$ cat config.mk
export PLATFORM = sky130hd
export DESIGN_NAME = multiport_switch_requester
export DESIGN_NICKNAME = d
export VERILOG_FILES = /design/src/rtl/multiport_switch_requester.sv
export SDC_FILE = /design/constraint.sdc
export NUM_CORES = 1
export LEC_CHECK = 0
export CORE_MARGIN = 2
export CORE_UTILIZATION = 62
export CTS_CLUSTER_DIAMETER = 80
export DETAILED_ROUTE_END_ITERATION = 12
export DONT_BUFFER_PORTS = 1
export HOLD_SLACK_MARGIN = 0.15
export PLACE_DENSITY = 0.78
export REMOVE_ABC_BUFFERS = 1
export SLEW_MARGIN = 0
export SYNTH_ARGS = -nofsm -noshare
export SYNTH_HDL_FRONTEND = slang
export SYNTH_SLANG_ARGS = --single-unit
$ cat constraint.sdc
create_clock -name clk -period 5.85 [get_ports clk]
set_clock_uncertainty 0.05 [all_clocks]
set_input_delay 0.2925 -clock clk [delete_from_list [all_inputs] [get_ports clk]]
set_output_delay 0.2925 -clock clk [all_outputs]
set_load 0.005 [all_outputs]
$ cat src/rtl/multiport_switch_requester.sv
// Egress requester: pops one sideband entry per frame, requests the switch on a
// tdest-tagged stream, forwards 16-bit frame words, retries timed-out requests
// and discards frames that cannot or should not be delivered.
//
// state    | meaning
// ---------+-----------------------------------------------------------------
// IDLE     | waiting for a sideband entry
// POP      | sideband_ren pulse; entry appears on sideband_rdata next cycle
// READ_SB  | latch end_ptr/dest, decide deliver or discard
// REQUEST  | first word offered, stall timer running
// BACKOFF  | tvalid low for BACKOFF_CYCLES before reissuing the request
// STREAM   | grant held, remaining words forwarded, no timeout
// SKIP     | rewind frame FIFO read pointer to end_ptr, count the drop
module multiport_switch_requester #(
  parameter int ADDR_WIDTH        = 11,
  parameter int NUM_PORTS         = 4,
  parameter int DEST_WIDTH        = 2,
  parameter int TIMEOUT_CTR_WIDTH = 9,
  parameter int MAX_RETRIES       = 3,
  parameter int BACKOFF_CYCLES    = 8
) (
  input  logic                               clk,
  input  logic                               reset,
  input  logic [NUM_PORTS-1:0]               port_enable,
  input  logic [ADDR_WIDTH+DEST_WIDTH+1:0]   sideband_rdata,
  input  logic                               sideband_empty,
  output logic                               sideband_ren,
  input  logic [15:0]                        frame_rdata,
  input  logic [ADDR_WIDTH:0]                frame_rptr,
  output logic                               frame_ren,
  output logic                               frame_rrst,
  output logic [ADDR_WIDTH:0]                frame_rst_rptr,
  output logic [15:0]                        egress_tdata,
  output logic [DEST_WIDTH-1:0]              egress_tdest,
  output logic                               egress_tvalid,
  output logic                               egress_tlast,
  input  logic                               egress_tready,
  output logic [15:0]                        frames_sent,
  output logic [15:0]                        frames_dropped
);

  localparam int PW = ADDR_WIDTH + 1;
  localparam int RW = (MAX_RETRIES > 0) ? $clog2(MAX_RETRIES + 1) : 1;
  localparam int BW = (BACKOFF_CYCLES > 1) ? $clog2(BACKOFF_CYCLES) : 1;
  localparam int EW = 2 ** DEST_WIDTH;
  localparam logic [BW-1:0]                BACKOFF_LOAD = BW'(BACKOFF_CYCLES - 1);
  localparam logic [TIMEOUT_CTR_WIDTH-1:0] STALL_LOAD   = '1;

  typedef enum logic [2:0] {IDLE, POP, READ_SB, REQUEST, BACKOFF, STREAM, SKIP} state_t;

  state_t                       state_q, state_d;
  logic [PW-1:0]                end_ptr_q;
  logic [DEST_WIDTH-1:0]        dest_q;
  logic [RW-1:0]                retry_q;
  logic [TIMEOUT_CTR_WIDTH-1:0] stall_q;
  logic [BW-1:0]                backoff_q;
  logic [15:0]                  sent_q, dropped_q;

  logic [PW-1:0]         sb_end;
  logic [DEST_WIDTH-1:0] sb_dest;
  logic                  sb_drop;
  logic [EW-1:0]         port_en_ext;
  logic                  skip_frame, retry_ok, is_last;
  logic [PW-1:0]         rptr_next;
  logic                  sb_ren_c, tvalid_c, rrst_c;

  assign sb_end      = sideband_rdata[PW-1:0];
  assign sb_dest     = sideband_rdata[PW +: DEST_WIDTH];
  assign sb_drop     = sideband_rdata[PW+DEST_WIDTH];
  assign port_en_ext = EW'(port_enable);
  assign skip_frame  = sb_drop | ~port_en_ext[sb_dest] | (frame_rptr == sb_end)
                     | (int'(sb_dest) >= NUM_PORTS);
  assign retry_ok    = int'(retry_q) < MAX_RETRIES;
  // Pointer math wraps naturally at PW bits, covering frames that straddle the FIFO end.
  assign rptr_next   = frame_rptr + PW'(1);
  assign is_last     = (rptr_next == end_ptr_q);

  // State register.
  always_ff @(posedge clk) begin
    if (reset) state_q <= IDLE;
    else       state_q <= state_d;
  end

  // Next-state and strobe decode.
  always_comb begin
    state_d  = state_q;
    sb_ren_c = 1'b0;
    tvalid_c = 1'b0;
    rrst_c   = 1'b0;
    case (state_q)
      IDLE:    if (!sideband_empty) state_d = POP;
      POP: begin
        sb_ren_c = 1'b1;
        state_d  = READ_SB;
      end
      READ_SB: state_d = skip_frame ? SKIP : REQUEST;
      REQUEST: begin
        tvalid_c = 1'b1;
        if (egress_tready)        state_d = is_last ? IDLE : STREAM;
        else if (stall_q == '0)   state_d = retry_ok ? BACKOFF : SKIP;
      end
      BACKOFF: if (backoff_q == '0) state_d = REQUEST;
      STREAM: begin
        tvalid_c = 1'b1;
        if (egress_tready && is_last) state_d = IDLE;
      end
      SKIP: begin
        rrst_c  = 1'b1;
        state_d = IDLE;
      end
      default: state_d = IDLE;
    endcase
  end

  // Frame context, stall/backoff down-counters, retry count and saturating statistics.
  always_ff @(posedge clk) begin
    if (reset) begin
      end_ptr_q <= '0;
      dest_q    <= '0;
      retry_q   <= '0;
      stall_q   <= '0;
      backoff_q <= '0;
      sent_q    <= '0;
      dropped_q <= '0;
    end else begin
      case (state_q)
        READ_SB: begin
          end_ptr_q <= sb_end;
          dest_q    <= sb_dest;
          retry_q   <= '0;
          stall_q   <= STALL_LOAD;
        end
        REQUEST: begin
          if (!egress_tready) begin
            if (stall_q == '0) begin
              backoff_q <= BACKOFF_LOAD;
              if (retry_ok) retry_q <= retry_q + RW'(1);
            end else begin
              stall_q <= stall_q - TIMEOUT_CTR_WIDTH'(1);
            end
          end
        end
        BACKOFF: begin
          if (backoff_q == '0) stall_q   <= STALL_LOAD;
          else                 backoff_q <= backoff_q - BW'(1);
        end
        default: ;
      endcase
      if (tvalid_c && egress_tready && is_last && sent_q != '1) sent_q <= sent_q + 16'd1;
      if (state_q == SKIP && dropped_q != '1) dropped_q <= dropped_q + 16'd1;
    end
  end

  // Every output is forced low while reset is high, including the first reset cycle.
  assign egress_tvalid  = tvalid_c & ~reset;
  assign frame_ren      = egress_tvalid & egress_tready;
  assign egress_tdata   = egress_tvalid ? frame_rdata : '0;
  assign egress_tlast   = egress_tvalid & is_last;
  assign egress_tdest   = reset ? '0 : dest_q;
  assign sideband_ren   = sb_ren_c & ~reset;
  assign frame_rrst     = rrst_c & ~reset;
  assign frame_rst_rptr = frame_rrst ? end_ptr_q : '0;
  assign frames_sent    = reset ? '0 : sent_q;
  assign frames_dropped = reset ? '0 : dropped_q;

endmodule

# Word level (Yosys, flattened, before mapping)
# Index checks and enable logic that the tools add are counted.
# totals
in_bits,51
register_bits,63
# op_classes
n_reduce_logical,16
n_bitwise,9
mux,31
magnitude_cmp,2
addsub,6
n_eq_ne,19
# op_table
op,n
$mux W16,3
$add A16 B1 Y16 const B,2
$ne A16 B16 Y1 const B,2
$mux W3,10
$mux W9,3
$pmux W9 S3,1
$eq A12 B12 Y1,2
$pmux W3 S6,1
$ne A2 B2 Y1 const B,8
$reduce_and A4 Y1,4
$add A12 B1 Y12 const B,1
$mux W12,1
$mux W2,5
$eq A3 B3 Y1 const B,3
$logic_not A9 Y1,1
$sub A9 B1 Y9 const B,1
$eq A3 B2 Y1 const B,2
$logic_not A3 Y1,2
$pmux W3 S2,1
$and A1 B1 Y1,5
$logic_and A1 B1 Y1,5
$mux W1,4
$pmux W2 S2,1
$reduce_bool A2 Y1,2
other kinds (11),13

# Depth between registers and ports, before layout
# Gate-level depths: netlist (run 1).
# logic_depth
depth_word,7
mapped_depth,9
ltp_nobuf,9

# Worst setup path before layout (run 1)
# OpenSTA, ideal clock, no wires.
# synth_timing
path_kind,input to register
from,in frame_rptr[2]
to,reg sent_q[8]
setup_ps,123
required_ps,5677
path_stages,9
arrival_time_ps,2394
path_slack_ps,3283
path_cell_list,buf_6 nand3_2 o21a_1 or4_4 a2111oi_4 nand4_2 buf_6 nor3_2 mux2_1
# synth_between
elab_chain_cells,4
# synth_rtl
element,line,rtl
from (decl),29,"input logic [ADDR_WIDTH:0] frame_rptr,"
$add A12 B1 Y12,75,assign rptr_next = frame_rptr + PW'(1);
$eq A12 B12 Y1,76,assign is_last = (rptr_next == end_ptr_q);
$logic_and A1 B1 Y1 (2 in series),149,if (tvalid_c && egress_tready && is_last && sent_q != '1) sent_q <= sent_q + 16'd1;
to (signal assigned),149,
to (decl),57,"logic [15:0] sent_q, dropped_q;"
# Every way passes these cells.
# A chain may end at the register's enable or synchronous reset.

# Worst setup path in the final report (run 1)
# layout_timing
from,reg end_ptr_q[8]
to,reg sent_q[4]
# layout_between
elab_chain_cells,3
# layout_rtl
element,line,rtl
from (decl),52,logic [PW-1:0] end_ptr_q;
from (signal assigned),128,end_ptr_q <= sb_end;
$eq A12 B12 Y1,76,
$logic_and A1 B1 Y1 (2 in series),149,
# Every way passes these cells.

==> impl_metrics.yaml, run 1 <==
status:
  status: "finished, final reports clean"
grt:
  grt_pass1_wl_mm: 15.31
  grt_pass1_vias: 3219
  track_usage: 0.2693
  grt-ovfl-total: 0
  grt_antenna_before_repair: 1
  grt_max_degree: 70
setup_path:
  crit_path_max_incr_delay_ps: 580
  path_buf_inv: 0
  end_kind: "flop"
  cp_top_family: "simple AND/OR/NAND/NOR gates"
  cpMaxStageDelayCell: "or4_1"
  cp-start-kind: "flop"
  worstPathRequired_ps: 6090
  path_class: "reg2reg"
  arrival_ps: 2980
  worstPathCellList: "xor2_1, nor3b_1, o221ai_1, a2111oi_4, nand4_2, or4_1, nand2_1"
  cp_max_fo: 14
placed_design:
  place_hpwl_mm: 6.404
  dp_cells: 537
  portBuffers: 0
  gp_congestion: 0.8632
logic_synthesis:
  synth_top_cell_by_area: "dfxtp_1"
  synth_edf_count: 0
  async_reset_ff_frac: 0
  muxShareOfSynthArea: 0.07571
  synth_compound_area_frac: 0.09496
  ys.flop_type: "dfxtp_1"
  ys_warn_count: 0
  yosysUniqueCellTypes: 55
  ys_ff_latch: 63
  synth_xor_area_frac: 0.08758
  synth_simple_gate_area_frac: 0.3519
  synth_top_family_by_area: "simple AND/OR/NAND/NOR gates"
  netlist_area_um2: 3900
  synthTopCellsByCount: "dfxtp_1, nor2_1, nand2_1"
  synthCells: 484
  avgSynthCellArea_um2: 8.058
  yosys.area_share.adder: 0.02246
  yosysTopAreaCellShare: 0.3234
  seq_area_frac_synth: 0.3234
  synthTopCellsByArea: "dfxtp_1, nor2_1, xor2_1"
clock_tree:
  cts.sinks: 63
  htreeDepth: 3
  clk_pin_slew_ps: 80
  cts-root-buf: "clkbuf_8"
  cts_resized: 0
  clock_path_buffers: 2
  cts_tree: "yes"
  insertion_delay_ps: 350
  cts_buffers: 9
routing:
  drc: 0
  vias_per_cell: 6.002
  wl_per_cell_um: 16.33
  drtIter0Drc: 156
  antenna_left: 0
  via_count: 3415
  routed_wl_mm: 9.289
  first_pass_iters: 4
timing:
  setup_viol: 0
  timing.fmax_mhz: 365.0
  rsz0062_at_grt: "no"
  min_period_ps: 2740
  period_share: 0.4683
  tns_ps: 0
  worst_slew_pin_slew_ps: 785.9
  relSlewSlack: 0.4741
  hold_viol: 0
  slew_viol_final: 0
die:
  core_area_um2: 5991
  row_count: 28
  die_w_um: 83.31
  die-height_um: 83.31
  dieArea_um2: 6941
  floorplan.initialDensity: 0.6510
  io_pins: 118
finish:
  n_antenna_cell: 0
  syn_to_final_growth_pct: 8.341
  drive_above_1_share: 0.07692
  fin_cells: 569
  final_core_util: 0.7053
  final_nets: 547
worst_hold_path:
  hold_class: "in2reg"
pwr:
  ir_drop_mv: 0.2209
  power_density_nw_per_um2: 266.3
  p_leak_nw: 1.579
job:
  maxCapViolations: 0
per-layer routing:
layer | vias to the layer above | track usage | routed length (um)
li1 | 1699 | - | -
met1 | 1609 | 0.3284 | 3984
met2 | 88 | 0.4501 | 4554
met3 | 17 | 0.08648 | 575
met4 | 2 | 0.08644 | 161
met5 | - | 0 | 13
final timing paths:
check,from,end,slack (ps),cells past startpoint
worst max register to register,end_ptr_q[8]$_SDFFE_PP0P_,sent_q[4]$_SDFFE_PP0P_,3110,7
worst min-delay path,reset,dropped_q[8]$_SDFFE_PP0P_,160,2
worst max-delay path,end_ptr_q[8]$_SDFFE_PP0P_,sent_q[4]$_SDFFE_PP0P_,3110,7
worst min register to register,backoff_q[0]$_SDFFE_PP0P_,backoff_q[0]$_SDFFE_PP0P_,430,1
layout make-up:
cell class | count | area, um^2
Clock buffer | 10 | 127.6
Clock inverter | 6 | 45.04
Fill cell | 491 | 1765
Inverter | 12 | 45.04
Multi-Input combinational cell | 386 | 2467
Sequential cell | 63 | 1261
Tap cell | 75 | 93.84
Timing Repair Buffer | 17 | 185.2
state kept, by name, indices dropped and copies added, names as in the netlist:
signal,cells
dest_q,2
dropped_q,16
retry_q,2
state_q,3
backoff_q,3
end_ptr_q,12
sent_q,16
stall_q,9
cell families (layout without fill, tap and decap cells):
family,after synthesis,count (layout)
muxes,27,27
buffers and inverters,35,45
xor gates and xnor gates,39,39
AOI/OAI and AO/OA,56,56
and+or+nand+nor,257,257
adders and majority gates,7,7
DFF,63,63
stage by stage:
stage	power (mW)	cell area (um^2)	setup WS, ps	hold WS [ps]
after floorplan	0.7232	3774	3310	311.6
after global placement	0.7635	3875	3082	319.8
after detailed placement	0.7732	3875	3046	319.5
after CTS	1.131	4225	3121	153.1
after global routing	1.194	4225	2860	155.5
final	1.125	4225	3110	161.7
power by group:
part,switching (mW),internal (mW)
Sequential,0.0470,0.473
Combinational,0.144,0.123
Clock,0.183,0.156
Total,0.374,0.751
layout by cell type, fill, tap and decap left out, drive strengths merged, types with 11 or more instances in the layout:
| cell type | instances |
|---|---|
| nor2 | 63 |
| dfxtp | 63 |
| nand2 | 41 |
| nor2b | 33 |
| and2 | 28 |
| xor2 | 26 |
| nand3 | 18 |
| a21oi | 17 |
| nor3 | 17 |
| mux2i | 16 |
| o21ai | 15 |
| dlygate4sd3 | 15 |
| xnor2 | 13 |
| inv | 13 |
| nand4 | 12 |
| or4 | 11 |
what timing repair did:
item                      CTS  global route
hold endpoints to repair   62             0
setup buffers               0             0
hold buffers               16             0
No activity file was read; power rests on OpenSTA's default activity.
==> inputs of run 2 (changes only) <==
--- a/config.mk
+++ b/config.mk
@@ -5,13 +5,14 @@
 export SDC_FILE = /design/constraint.sdc
 export NUM_CORES = 1
 export LEC_CHECK = 0
+export ABC_AREA = 1
 export CORE_MARGIN = 2
-export CORE_UTILIZATION = 62
+export CORE_UTILIZATION = 58
 export CTS_CLUSTER_DIAMETER = 80
 export DETAILED_ROUTE_END_ITERATION = 12
 export DONT_BUFFER_PORTS = 1
 export HOLD_SLACK_MARGIN = 0.15
-export PLACE_DENSITY = 0.78
+export PLACE_DENSITY = 0.76
 export REMOVE_ABC_BUFFERS = 1
 export SLEW_MARGIN = 0
 export SYNTH_ARGS = -nofsm -noshare
==> constraint.sdc (replaced) <==
create_clock -name clk -period 2.5 [get_ports clk]
set_clock_uncertainty 0.05 [all_clocks]
set_input_delay 0.125 -clock clk [delete_from_list [all_inputs] [get_ports clk]]
set_output_delay 0.125 -clock clk [all_outputs]
set_load 0.005 [all_outputs]
==> impl_metrics.yaml, run 2 <==
setup_path:
  end_kind: "flop"
  reg2reg_from: "stall_q[0]$_SDFFE_PP0P_"
  path_class: "reg2reg"
  worstPathRequired_ps: 2720
  cpMaxStageDelayCell: "dlygate4sd3_1"
  arrival_ps: 2570
  cp-start-kind: "flop"
  reg2reg_depth: 11
  crit_path_max_incr_delay_ps: 570
  worstPathCellList: "inv_1, ha_1, inv_1, nor3_2, nand3_1, nand3_2, nand2_1, nor2_1, nand3_1, dlygate4sd3_1, a21oi_1"
  cp-startpoint: "stall_q[0]$_SDFFE_PP0P_"
  cp_max_fo: 4
routing:
  wl_met3_um: 546
  wl_per_cell_um: 13.35
  antenna_left: 0
  drc: 0
  drtIter0Drc: 213
  route.met2.wl_mm: 5.563
  vias_per_cell: 5.377
  highest_layer: "met4"
  first_pass_iters: 5
  met1Wirelength_mm: 4.840
  routed_wl_mm: 11.08
  via_count: 4463
timing:
  worst_slew_pin_slew_ps: 508.9
  timing.fmax_mhz: 425.8
  tns_ps: 0
  min_period_ps: 2348
  setup_viol: 0
  holdWs_ps: 171.3
  hold_viol: 0
  period_share: 0.9393
  fin_ws_ps: 151.7
  relSlewSlack: 0.6599
  slew_viol_final: 0
logic_synthesis:
  synth_top_family_by_area: "simple AND/OR/NAND/NOR gates"
  synth_xor_area_frac: 0.06671
  synthTopCellsByCount: "nand2_1, inv_1, nor2_1"
  ys.flop_type: "dfxtp_1"
  ys_ff_latch: 63
  synth_simple_gate_area_frac: 0.3638
  yosys.area_share.adder: 0.02021
  synthTopCellsByArea: "dfxtp_1, nand2_1, inv_1"
  synth_compound_area_frac: 0.1285
  netlist_area_um2: 4333
  muxShareOfSynthArea: 0
  seq_area_frac_synth: 0.2911
  yosysTopAreaCellShare: 0.2911
  ys_warn_count: 0
  yosysMostFrequentCell: "nand2_1"
  synthCells: 709
  async_reset_ff_frac: 0
  avgSynthCellArea_um2: 6.111
  synth_top_cell_by_area: "dfxtp_1"
  yosysUniqueCellTypes: 34
  synth_edf_count: 0
grt:
  track_usage: 0.2735
  grt-ovfl-total: 0
  grt_pass1_vias: 4237
  grt_antenna_before_repair: 0
  grt_max_degree: 39
  grt_pass1_wl_mm: 18.69
job:
  maxCapViolations: 0
die:
  die_w_um: 90.43
  dieArea_um2: 8178
  die-height_um: 90.43
  io_pins: 118
  core_area_um2: 7253
  row_count: 31
  floorplan.initialDensity: 0.5974
clock_tree:
  insertion_delay_ps: 340
  clk_pin_slew_ps: 70
  cts.sinks: 63
  clock_path_buffers: 2
  cts_buffers: 9
  cts-root-buf: "clkbuf_8"
  htreeDepth: 3
  cts_tree: "yes"
finish:
  final_core_util: 0.6669
  stdcell_area_um2: 4837
  n_antenna_cell: 0
  layout_common_cells: "nand2_1, inv_1, nor2_1, dfxtp_1, a21oi_1"
  mostFrequentLayoutCell: "nand2_1"
  final_nets: 784
  syn_to_final_growth_pct: 11.64
  top_regs: "dropped_q x16, sent_q x16, end_ptr_q x12"
  fillers: 688
  drive_above_1_share: 0.05472
pwr:
  ir_drop_mv: 0.4796
  p_leak_nw: 2.010
  power_density_nw_per_um2: 689.7
placed_design:
  place_ws_ps: 387.3
  placed_area_um2: 4398
  place_hpwl_mm: 7.757
  portBuffers: 0
  gp_congestion: 0.9003
worst_hold_path:
  hold_depth: 5
  hold_class: "in2reg"
  min_from: "sideband_rdata[14]"
status:
  status: "finished, final reports clean"
==> run 2: worst max-delay path: cells and delay by family (launching register included) <==
kind	cells	cell delay, ps
simple gates	6	840
flops	1	300
compound gates	1	140
fa+ha+maj	1	210
buf+inv	3	740
==> run 2: final timing paths <==
kind                                  end  slack (ps)
hold / removal    state_q[2]$_SDFFE_PP0P_         170
setup / recovery  state_q[0]$_SDFFE_PP0P_         150
setup reg to reg  state_q[0]$_SDFFE_PP0P_         150
hold reg to reg    dest_q[1]$_SDFFE_PP0P_         410
==> run 2: routing by layer <==
metal  global-route usage  vias to the layer above
met1               0.3276                     2048
met5                    0                        -
li1                     -                     2288
met4              0.07051                        0
met2               0.4900                      115
met3              0.06594                       12
==> run 2: area by class of cell <==
class | count | area (um^2) | area share
inverters | 122 | 461.7 | 0.09545
flip-flops and latches | 63 | 1261 | 0.2607
repair buffers | 26 | 255.2 | 0.05277
well taps | 99 | 123.9 | 0.02561
clock buffers | 14 | 182.7 | 0.03777
repair inverters | 1 | 7.507 | 0.001552
multi-input cells | 503 | 2532 | 0.5235
clock inverters | 2 | 12.51 | 0.002587
==> run 2: cells by family (layout without fill, tap and decap cells) <==
| family | Yosys count | in the layout |
|---|---|---|
| XOR/XNOR | 33 | 33 |
| AND/OR/NAND/NOR | 358 | 358 |
| adder cells (fa/ha/maj) | 7 | 7 |
| buffers and inverters | 143 | 165 |
| flip-flops | 63 | 63 |
| AO/OA/AOI/OAI | 105 | 105 |
==> run 2: per-stage QoR <==
stage                     power, mW  std cells
after floorplan               2.114        688
after global placement        2.315        793
after detailed placement      2.351        793
after CTS                     3.300        829
after global routing          3.592        830
final                         3.336        830
==> run 2: where the power goes <==
group          switching (mW)  internal (mW)  leakage [nW]
Sequential              0.115           1.17         0.511
Combinational           0.738          0.435          1.40
Clock                   0.410          0.468        0.0987
Total                    1.26           2.07          2.01
==> run 2: timing repair <==
item	in CTS	in global routing
gates resized for setup	0	8
endpoints found under the setup margin	0	20
buffers inserted	0	0
hold endpoints to repair	52	0
hold buffers	20	0
==> inputs of run 3 (changes only) <==
==> constraint.sdc (replaced) <==
create_clock -name clk -period 2.15 [get_ports clk]
set_clock_uncertainty 0.05 [all_clocks]
set_input_delay 0.1075 -clock clk [delete_from_list [all_inputs] [get_ports clk]]
set_output_delay 0.1075 -clock clk [all_outputs]
set_load 0.005 [all_outputs]
==> impl_metrics.yaml, run 3 (synthesis gave the netlist of run 2 again) <==
pwr:
  power_density_nw_per_um2: 773.2
  power_mw: 3.737
  pwr-share-seq: 0.399
  p_clk_frac: 0.253
  internal_power_mw: 2.314
  p_leak_nw: 2.018
  p_comb_frac: 0.348
  ir_drop_mv: 0.4528
  swShare: 0.3807
  switching_power_mw: 1.423
routing:
  vias_per_cell: 5.435
  wl_per_cell_um: 13.17
  antenna_left: 0
  via_count: 4527
  first_pass_iters: 5
  routed_wl_mm: 10.97
  drc: 0
  drtIter0Drc: 176
timing:
  relSlewSlack: 0.6717
  hold_viol: 0
  period_share: 0.9315
  min_period_ps: 2003
  fin_ws_ps: 147.2
  setup_viol: 0
  worst_slew_pin_slew_ps: 491.2
  slew_viol_final: 0
  timing.fmax_mhz: 499.3
die:
  die_w_um: 90.43
  io_pins: 118
  row_count: 31
  core_area_um2: 7253
  floorplan.initialDensity: 0.5974
  dieArea_um2: 8178
  die-height_um: 90.43
finish:
  n_antenna_cell: 0
  fin_cells: 833
  multi_input_area_um2: 2525
  ff_latch_area_um2: 1261
  syn_to_final_growth_pct: 11.55
  layout_common_cells: "nand2_1, inv_1, nor2_1, dfxtp_1, a21oi_1"
  final_core_util: 0.6664
  top_regs: "dropped_q x16, sent_q x16, end_ptr_q x12"
  final_nets: 787
  drive_above_1_share: 0.05858
  mostFrequentLayoutCell: "nand2_1"
  stdcell_area_um2: 4833
  fillers: 697
placed_design:
  placed_area_um2: 4436
  place_ws_ps: 152.6
  portBuffers: 0
  dp_cells: 798
  gp_congestion: 0.9085
  place_hpwl_mm: 7.793
grt:
  grt_pass1_vias: 4109
  grt_max_degree: 39
  grt_pass1_wl_mm: 18.13
  grt-ovfl-total: 0
  track_usage: 0.2659
  grt_antenna_before_repair: 0
clock_tree:
  htreeDepth: 3
  insertion_delay_ps: 340
  cts_setup_buffers: 0
  clock_path_buffers: 2
  cts-root-buf: "clkbuf_8"
  cts.sinks: 63
  cts_buffers: 9
  cts_tree: "yes"
  clk_pin_slew_ps: 70
status:
  status: "finished, final reports clean"
setup_path:
  end_kind: "flop"
  arrival_ps: 2190
  cp_max_fo: 6
  worstPathRequired_ps: 2330
  path_class: "reg2reg"
  cp-start-kind: "flop"
worst_hold_path:
  hold_class: "in2out"
job:
  maxCapViolations: 0
## run 3: cell count changes in the layout (fill, tap and decap cells not counted), sizes merged
| cell | before | now |
|---|---|---|
| clkinv | 2 | 3 |
| clkinvlp | 3 | 1 |
| inv | 120 | 121 |
| dlygate4sd3 | 19 | 18 |
| buf | 7 | 12 |
| clkbuf | 14 | 13 |
## run 3: layout make-up
cell class	count	share of cell area
clock buffers	13	0.03288
clock inverters	3	0.003624
repair buffers	30	0.05928
flip-flops and latches	63	0.2609
well taps	99	0.02563
multi-input cells	503	0.5224
inverters	122	0.09526
## run 3: per-layer routing
metal | up-vias | global-route usage | wire length, um
met1 | 2046 | 0.3150 | 4701
met4 | 0 | 0.08590 | 191
met5 | - | 0 | 0
li1 | 2302 | - | -
met3 | 22 | 0.06511 | 661
met2 | 157 | 0.4712 | 5414
## run 3: worst paths after layout
check | startpoint | slack (ps) | cells after the start | end
min | reset | 210 | 1 | egress_tvalid
max reg2reg | dropped_q[0]$_SDFFE_PP0P_ | 150 | 11 | dropped_q[14]$_SDFFE_PP0P_
min reg2reg | sent_q[15]$_SDFFE_PP0P_ | 420 | 2 | sent_q[15]$_SDFFE_PP0P_
max | dropped_q[0]$_SDFFE_PP0P_ | 150 | 11 | dropped_q[14]$_SDFFE_PP0P_
## run 3: critical path, cell delays in order (launching register included)
cell and delay, ps:
dfxtp_1 340, ha_1 240, nand3_1 110, nor2_1 50, nand3_1 80, nand2_2 110
inv_2 120, nand4_1 210, nor2_2 260, nand3_1 120, o21ai_1 150, a21oi_1 50
## run 3: through the flow
step | hold slack [ps] | setup TNS (ps)
floorplan | 126.6 | 0
global placement | 136.1 | 0
detailed placement | 138.6 | 0
CTS | 206.0 | 0
global route | 206.2 | -4.061
finish | 210.3 | 0
## run 3: power by group through the flow
stage | Combinational, mW | Sequential (mW) | Clock (mW)
after floorplan | 0.979 | 1.48 | 0
after global placement | 1.19 | 1.50 | 0
after detailed placement | 1.23 | 1.51 | 0
after CTS | 1.28 | 1.49 | 0.962
after global routing | 1.50 | 1.51 | 1.01
final | 1.30 | 1.49 | 0.946
## run 3: what timing repair did
item,4_1_cts,5_1_grt
pin swaps,0,1
hold endpoints to repair,53,0
endpoints found under the setup margin,18,27
gates resized for setup,1,9
hold buffers,19,0
